--- config.mk ---
export PLATFORM = sky130hd
export DESIGN_NAME = thr_wait_ctl
export DESIGN_NICKNAME = d
export VERILOG_FILES = /design/src/rtl/thr_wait_ctl.sv
export SDC_FILE = /design/constraint.sdc
export NUM_CORES = 1
export LEC_CHECK = 0
export ABC_AREA = 1
export CORE_MARGIN = 2
export CORE_UTILIZATION = 41
export CTS_CLUSTER_SIZE = 30
export DETAILED_ROUTE_END_ITERATION = 16
export PLACE_DENSITY = 0.82
export RECOVER_POWER = 100
export SETUP_SLACK_MARGIN = 0.4
export SLEW_MARGIN = 5
export SYNTH_ARGS = -nofsm -noshare
export SYNTH_HDL_FRONTEND = slang
export SYNTH_SLANG_ARGS = --single-unit
--- constraint.sdc ---
create_clock -name clk -period 1.9 [get_ports clk]
set_clock_uncertainty 0.2 [all_clocks]
set_input_delay 0.38 -clock clk [delete_from_list [all_inputs] [get_ports clk]]
set_output_delay 0.38 -clock clk [all_outputs]
set_load 0.005 [all_outputs]
--- src/rtl/thr_wait_ctl.sv ---
// Per-thread wait-mask and scheduling state controller for a 4-thread core.
// Tracks I-miss, long-latency and store-buffer waits and arbitrates the single RUN slot.

package thr_wait_pkg;
  localparam int NUM_THR = 4;

  // Shared IFU thread-FSM encodings; any other value is treated as illegal.
  typedef enum logic [4:0] {
    THRFSM_WAIT     = 5'b00001,
    THRFSM_RUN      = 5'b00101,
    THRFSM_SPEC_RUN = 5'b00111,
    THRFSM_SPEC_RDY = 5'b10011,
    THRFSM_RDY      = 5'b11001
  } thr_state_e;
endpackage

module thr_wait_ctl
  import thr_wait_pkg::*;
(
  input  logic       clk,
  input  logic       rst_l,
  input  logic [3:0] imiss_set,
  input  logic [3:0] imiss_clr,
  input  logic [3:0] other_set,
  input  logic [3:0] completion,
  input  logic [3:0] spec_wake,
  input  logic [3:0] kill_spec,
  input  logic [3:0] stb_set,
  input  logic [3:0] stb_clr,
  input  logic [3:0] sel_thr,
  input  logic [3:0] switch_out,
  output logic [3:0] wm_imiss,
  output logic [3:0] wm_other,
  output logic [3:0] wm_stbwait,
  output logic [4:0] thr_state0,
  output logic [4:0] thr_state1,
  output logic [4:0] thr_state2,
  output logic [4:0] thr_state3,
  output logic [3:0] rdy_vec,
  output logic [3:0] run_vec
);

  thr_state_e state_q [NUM_THR];
  thr_state_e state_d [NUM_THR];

  logic [3:0] wm_imiss_q, wm_imiss_d;
  logic [3:0] wm_other_q, wm_other_d;
  logic [3:0] wm_stbwait_q, wm_stbwait_d;

  logic [3:0] in_rdy;
  logic [3:0] in_run;
  logic [3:0] in_spec;
  logic [3:0] kill_i;
  logic [3:0] wait_nxt;
  logic [3:0] woke_spec;
  logic [3:0] holds_cpu;
  logic [3:0] grant;
  logic       sel_onehot;

  // Decode the current state of each thread into its scheduling classes.
  // NOTE: every always_comb output gets a default first, so no path can infer a latch.
  always_comb begin
    in_rdy  = '0;
    in_run  = '0;
    in_spec = '0;
    for (int i = 0; i < NUM_THR; i++) begin
      case (state_q[i])
        THRFSM_RDY:      in_rdy[i] = 1'b1;
        THRFSM_SPEC_RDY: begin
          in_rdy[i]  = 1'b1;
          in_spec[i] = 1'b1;
        end
        THRFSM_RUN:      in_run[i] = 1'b1;
        THRFSM_SPEC_RUN: begin
          in_run[i]  = 1'b1;
          in_spec[i] = 1'b1;
        end
        default: ;
      endcase
    end
  end

  // A kill only undoes a speculative wake that actually took effect.
  assign kill_i = kill_spec & in_spec;

  assign wm_imiss_d   = imiss_set | (wm_imiss_q & ~imiss_clr);
  assign wm_stbwait_d = stb_set | (wm_stbwait_q & ~stb_clr);
  assign wm_other_d   = other_set | kill_i | (wm_other_q & ~(completion | spec_wake));

  assign wait_nxt  = wm_imiss_d | wm_other_d | wm_stbwait_d;
  assign woke_spec = wm_other_q & spec_wake & ~completion;

  // The RUN slot is free next cycle unless its current owner neither switches out nor blocks.
  assign holds_cpu  = in_run & ~switch_out & ~wait_nxt;
  assign sel_onehot = (sel_thr != 4'd0) && ((sel_thr & (sel_thr - 4'd1)) == 4'd0);
  assign grant      = (sel_onehot && !(|holds_cpu)) ? (sel_thr & in_rdy) : 4'd0;

  always_comb begin
    for (int i = 0; i < NUM_THR; i++) begin
      state_d[i] = state_q[i];
      case (state_q[i])
        THRFSM_WAIT:
          state_d[i] = woke_spec[i] ? THRFSM_SPEC_RDY : THRFSM_RDY;
        THRFSM_RDY:
          state_d[i] = grant[i] ? THRFSM_RUN : THRFSM_RDY;
        THRFSM_SPEC_RDY: begin
          if (grant[i])
            state_d[i] = completion[i] ? THRFSM_RUN : THRFSM_SPEC_RUN;
          else if (completion[i])
            state_d[i] = THRFSM_RDY;
          else
            state_d[i] = THRFSM_SPEC_RDY;
        end
        THRFSM_RUN:
          state_d[i] = switch_out[i] ? THRFSM_RDY : THRFSM_RUN;
        THRFSM_SPEC_RUN: begin
          if (switch_out[i])
            state_d[i] = completion[i] ? THRFSM_RDY : THRFSM_SPEC_RDY;
          else if (completion[i])
            state_d[i] = THRFSM_RUN;
          else
            state_d[i] = THRFSM_SPEC_RUN;
        end
        default:
          state_d[i] = THRFSM_RDY;
      endcase
      // Any pending wait overrides every other transition, including illegal-state recovery.
      if (wait_nxt[i]) state_d[i] = THRFSM_WAIT;
    end
  end

  // NOTE: sequential state uses non-blocking assignments so all flops update from pre-edge values.
  always_ff @(posedge clk or negedge rst_l) begin
    if (!rst_l) begin
      wm_imiss_q   <= '0;
      wm_other_q   <= '0;
      wm_stbwait_q <= '0;
      for (int i = 0; i < NUM_THR; i++) state_q[i] <= THRFSM_RDY;
    end else begin
      wm_imiss_q   <= wm_imiss_d;
      wm_other_q   <= wm_other_d;
      wm_stbwait_q <= wm_stbwait_d;
      for (int i = 0; i < NUM_THR; i++) state_q[i] <= state_d[i];
    end
  end

  assign wm_imiss   = wm_imiss_q;
  assign wm_other   = wm_other_q;
  assign wm_stbwait = wm_stbwait_q;
  assign thr_state0 = state_q[0];
  assign thr_state1 = state_q[1];
  assign thr_state2 = state_q[2];
  assign thr_state3 = state_q[3];
  assign rdy_vec    = in_rdy;
  assign run_vec    = in_run;

endmodule
-- Word level (Yosys, flattened, before mapping)
Cells that the tools add are included.
- bits in registers: 32
- input port bits: 42
- output and inout port bits: 40
- logic and storage cells: 118
- add/sub/neg operators: 1
- eq/ne operators: 20
- mux-type cells: 49
- bitwise logic cells: 23
- reduce and logical (&&, ||, !) cells: 18
- operator list (cell ; number):
    $mux 5 ; 20
    $pmux 5 s5 ; 4
    $and 4x4->4 ; 10
    $eq 5x3->1 const B ; 8
    $eq 5x5->1 const B ; 8
    $mux 4 ; 9
    $or 4x4->4 ; 7
    $not 4->4 ; 6
    $reduce_or 2->1 ; 12
    $eq 5x1->1 const B ; 4
    $mux 1 ; 12
    $mux 2 ; 4
    $logic_not 4->1 ; 1
    $reduce_bool 4->1 ; 1
    $reduce_or 4->1 ; 1
    $sub 4x1->4 const B ; 1
    $logic_and 1x1->1 ; 2
    $logic_not 1->1 ; 1

-- Longest topological paths before layout
- depth after elaboration: 17
- mapped depth: 12
- gate-level depth less buffers: 12

-- Least setup slack after synthesis
Ideal clock, no wire load.
- path kind: reg2reg
- start: register state_q, in the netlist thr_state1[4]
- end: register state_q, in the netlist thr_state0[2]
- library setup time: 0.070 ns
- arrival time: 1.371 ns
- required time: 1.630 ns
- slack: 0.259 ns
- cell stages (with the launch flop): 13
- path buffers: 0
- period minus slack after synthesis: 1.641 ns
- cell sequence: dfstp_2 > nand2_1 > inv_1 > nand2_2 > nand2_2 > nand2_2 > nand3_4 > nor2_2 > nor2_2 > nand3_1 > o21ai_2 > inv_2 > nor2_2
- RTL lines (item ; line ; source):
    from (decl) ; 43 ; thr_state_e state_q [NUM_THR];

==> results.py <==
metrics = {
    "timing": {
        "timing.final.crit_share_pct": 106,
        "final.min_clock_period_ns": 2.01,
        "rsz0062_at_grt": "true",
        "max_freq_mhz": 497,
        "timing_hold_violations_final": 0,
        "fin_ws_ns": -0.114,
        "whs_ns": 0.368,
        "slew_violations": 0,
        "tightest_slew_ns": 0.705,
        "setup-violations-final": 13,
        "relSlewSlack_pct": 53.0,
    },
    "place": {
        "dp_hpwl_mm": 3.72,
        "place_area_um2": 2830,
        "portBuffers": 77,
        "finalWeightedCongestion": 0.873,
        "placed_cells": 397,
    },
    "route": {
        "dr_total_vias": 2289,
        "initialDrtViolationCount": 128,
        "drc": 0,
        "dr.pass1.iters": 4,
        "ant_nets": 0,
        "vias_per_cell": 5.26,
        "drt_wl_total_mm": 6.64,
        "wl_per_cell_um": 15.3,
    },
    "final_layout": {
        "post-route-util_pct": 84.0,
        "nets": 428,
        "area_delta_synth_final_pct": 95.9,
        "fill_cells": 235,
        "layout.cells.non_filler": 435,
        "drive_gt1_share_pct": 46.5,
        "multi_input_comb_area_um2": 1070,
        "diodes": 0,
        "design_area_um2": 3380,
        "seqCellArea_um2": 712,
    },
    "worst_setup_path": {
        "regToRegStartpoint": "thr_state2[4]$_DFF_PN1_",
        "crit_type": "reg -> reg",
        "rrSetupSlack_ns": -0.11,
        "rr_endpoint": "thr_state1[3]$_DFF_PN1_",
        "crit_required_ns": 1.88,
        "reg2regPathDepth": 10,
        "worstPathArrival_ns": 2.00,
        "end_kind": "flip-flop",
        "cp_max_fo": 4,
        "start_kind": "flip-flop",
    },
    "clock_tree": {
        "postCtsHoldBufs": 0,
        "worstSkewPairLatency_ns": 0.27,
        "clockRootBuffer": "clkbuf_8",
        "cts_tree": "yes",
        "cts.sinks": 28,
        "cts_made_buffers": 3,
        "cts.htree.levels": 1,
        "clk_pin_slew_ns": 0.10,
        "clock_path_buffers": 2,
    },
    "floorplanning": {
        "die_h_um": 68.9,
        "start_util_pct": 42.9,
        "die_w_um": 68.9,
        "dieArea_um2": 4750,
        "coreArea_um2": 4030,
        "row_count": 23,
        "ios": 82,
    },
    "yosys": {
        "synth_cells": 233,
        "synth.avg_cell_area_um2": 7.41,
        "netlist_top_cells_area": "dfrtp_1 (29%), dfstp_2 (12%), nand2_1 (11%)",
        "synth_ff_type": "dfrtp_1",
        "synth_seq_cells": 28,
        "synth_top_area_cell": "dfrtp_1",
        "synth-edff-count": 0,
        "yosysMostFrequentCell": "nand2_1",
        "ys_top_cells_by_count": "nand2_1 (49), inv_1 (39), nor2_1 (25), dfrtp_1 (20), a21oi_1 (14)",
        "yosysWarnings": 0,
        "synth_top_area_share_pct": 29.0,
        "syn_area_um2": 1730,
        "seq_area_frac_synth_pct": 41.2,
        "synthArstFlopShare_pct": 100,
        "synth_cell_types": 28,
    },
    "pwr": {
        "p_sw_uw": 348,
        "ir_drop_uv": 279,
        "switching_share_pct": 26.6,
        "power_density_nw_per_um2": 387,
        "p_leak_nw": 1.66,
        "p_seq_share_pct": 48.7,
        "p_comb_share_pct": 25.9,
        "clkPwrFrac_pct": 25.3,
        "intPower_uw": 962,
    },
    "grt": {
        "grt.overflow.total": 0,
        "grt_antenna_before_repair": 0,
        "grt_pass1_vias": 1966,
        "grtUsageTotal_pct": 23.2,
        "grt_max_degree": 29,
        "grt_pass1_wl_mm": 8.36,
    },
    "min_path": {
        "hp-start": "wm_stbwait[1]$_DFF_PN0_",
        "hp-class": "reg -> reg",
        "min_to": "wm_stbwait[1]$_DFF_PN0_",
        "min_path_cells": 2,
    },
    "run": {
        "drv_cap": 0,
    },
    "status": {
        "violations": "setup timing",
        "status": "complete, but fails checks",
    },
}
power by group through the flow:
stage                     clock network [mW]  registers (mW)  logic [mW]
after global placement                     0           0.651       0.280
after CTS                              0.327           0.637       0.310
final                                  0.332           0.638       0.339
after global routing                   0.374           0.641       0.368
after detailed placement                   0           0.651       0.286
after floorplan                            0           0.652      0.0877
through the flow:
step	total power, mW	worst slack [ns]	TNS, ns
6_report	1.31	-0.114	-0.684
5_1_grt	1.38	-0.181	-1.58
4_1_cts	1.27	0.00573	0
3_5_place_dp	0.937	-0.218	-2.37
3_3_place_gp	0.931	-0.155	-1.51
2_1_floorplan	0.740	0.259	0
critical path: stages (launching register included):
cell     delay [ns]
dfstp_2        0.41
nor2_4         0.16
nand2_2        0.09
buf_4          0.15
nor2_1         0.21
nand4_4        0.16
nand2_4        0.11
nor2_4         0.05
nand3_2        0.10
nand3_1        0.09
a21oi_1        0.20
sequential cells by signal, summed over array words and instances (netlist names):
name        flops
thr_state0      4
thr_state1      4
thr_state2      4
thr_state3      4
wm_imiss        4
wm_other        4
wm_stbwait      4
cell usage in the layout (no fill, tap or decap), types with 3 or more instances in the layout:
cell,n
clkbuf_8,3
dfrtp_1,19
a21oi_2,4
buf_6,29
nand3_1,7
buf_2,6
nor3_1,4
inv_1,32
conb_1,4
inv_2,9
nor2_4,5
nand2_1,33
clkbuf_1,5
nand4_1,5
a21oi_1,10
dfstp_2,8
o21bai_1,6
nor3_2,4
clkdlybuf4s50_1,38
or2_4,3
nor2_2,13
clkbuf_2,3
nor2_1,15
dlygate4sd3_1,4
clkdlybuf4s15_1,13
a31oi_1,6
nand3_2,5
nand2_2,17
buf_4,50
nand2_4,8
what timing repair did:
action,CTS,global route
setup buffers,24,10
pin swaps,17,23
gates cloned,0,0
setup endpoints to repair,52,49
resized for setup,141,63
per-layer routing:
| metal | track usage (%) | vias up | wire (um) |
|---|---|---|---|
| met5 | 0 | - | 0 |
| met4 | 5.88 | 0 | 227 |
| met3 | 2.92 | 26 | 449 |
| met2 | 45.8 | 129 | 3470 |
| met1 | 26.0 | 1082 | 2490 |
| li1 | - | 1052 | - |
cell type report:
type                    count  area share [%]
multi-input cells         163            31.6
inverters                  41            4.55
clock buffers               4            1.33
well taps                  50            1.85
repair buffers            149            39.6
flip-flops and latches     28            21.0
worst max-delay path by stage:
stage               slack (ns)                     from  depth (start not counted)                 endpoint
finish                   -0.11  thr_state2[4]$_DFF_PN1_                         10  thr_state1[3]$_DFF_PN1_
global placement         -0.15               sel_thr[2]                         11  thr_state0[2]$_DFF_PN0_
global route             -0.18  thr_state2[4]$_DFF_PN1_                         13  thr_state2[2]$_DFF_PN0_
detailed placement       -0.22             spec_wake[1]                          6  thr_state1[1]$_DFF_PN0_
CTS                      0.006  thr_state2[4]$_DFF_PN1_                         13  thr_state0[2]$_DFF_PN0_
floorplan                 0.26  thr_state1[4]$_DFF_PN1_                         12  thr_state0[2]$_DFF_PN0_
cells by family after synthesis:
family	synth area share (%)
other cells	0.217
flops	41.2
simple gates	34.5
buf+inv	10.7
compound gates	13.5
No activity file was read; power rests on OpenSTA's default activity.
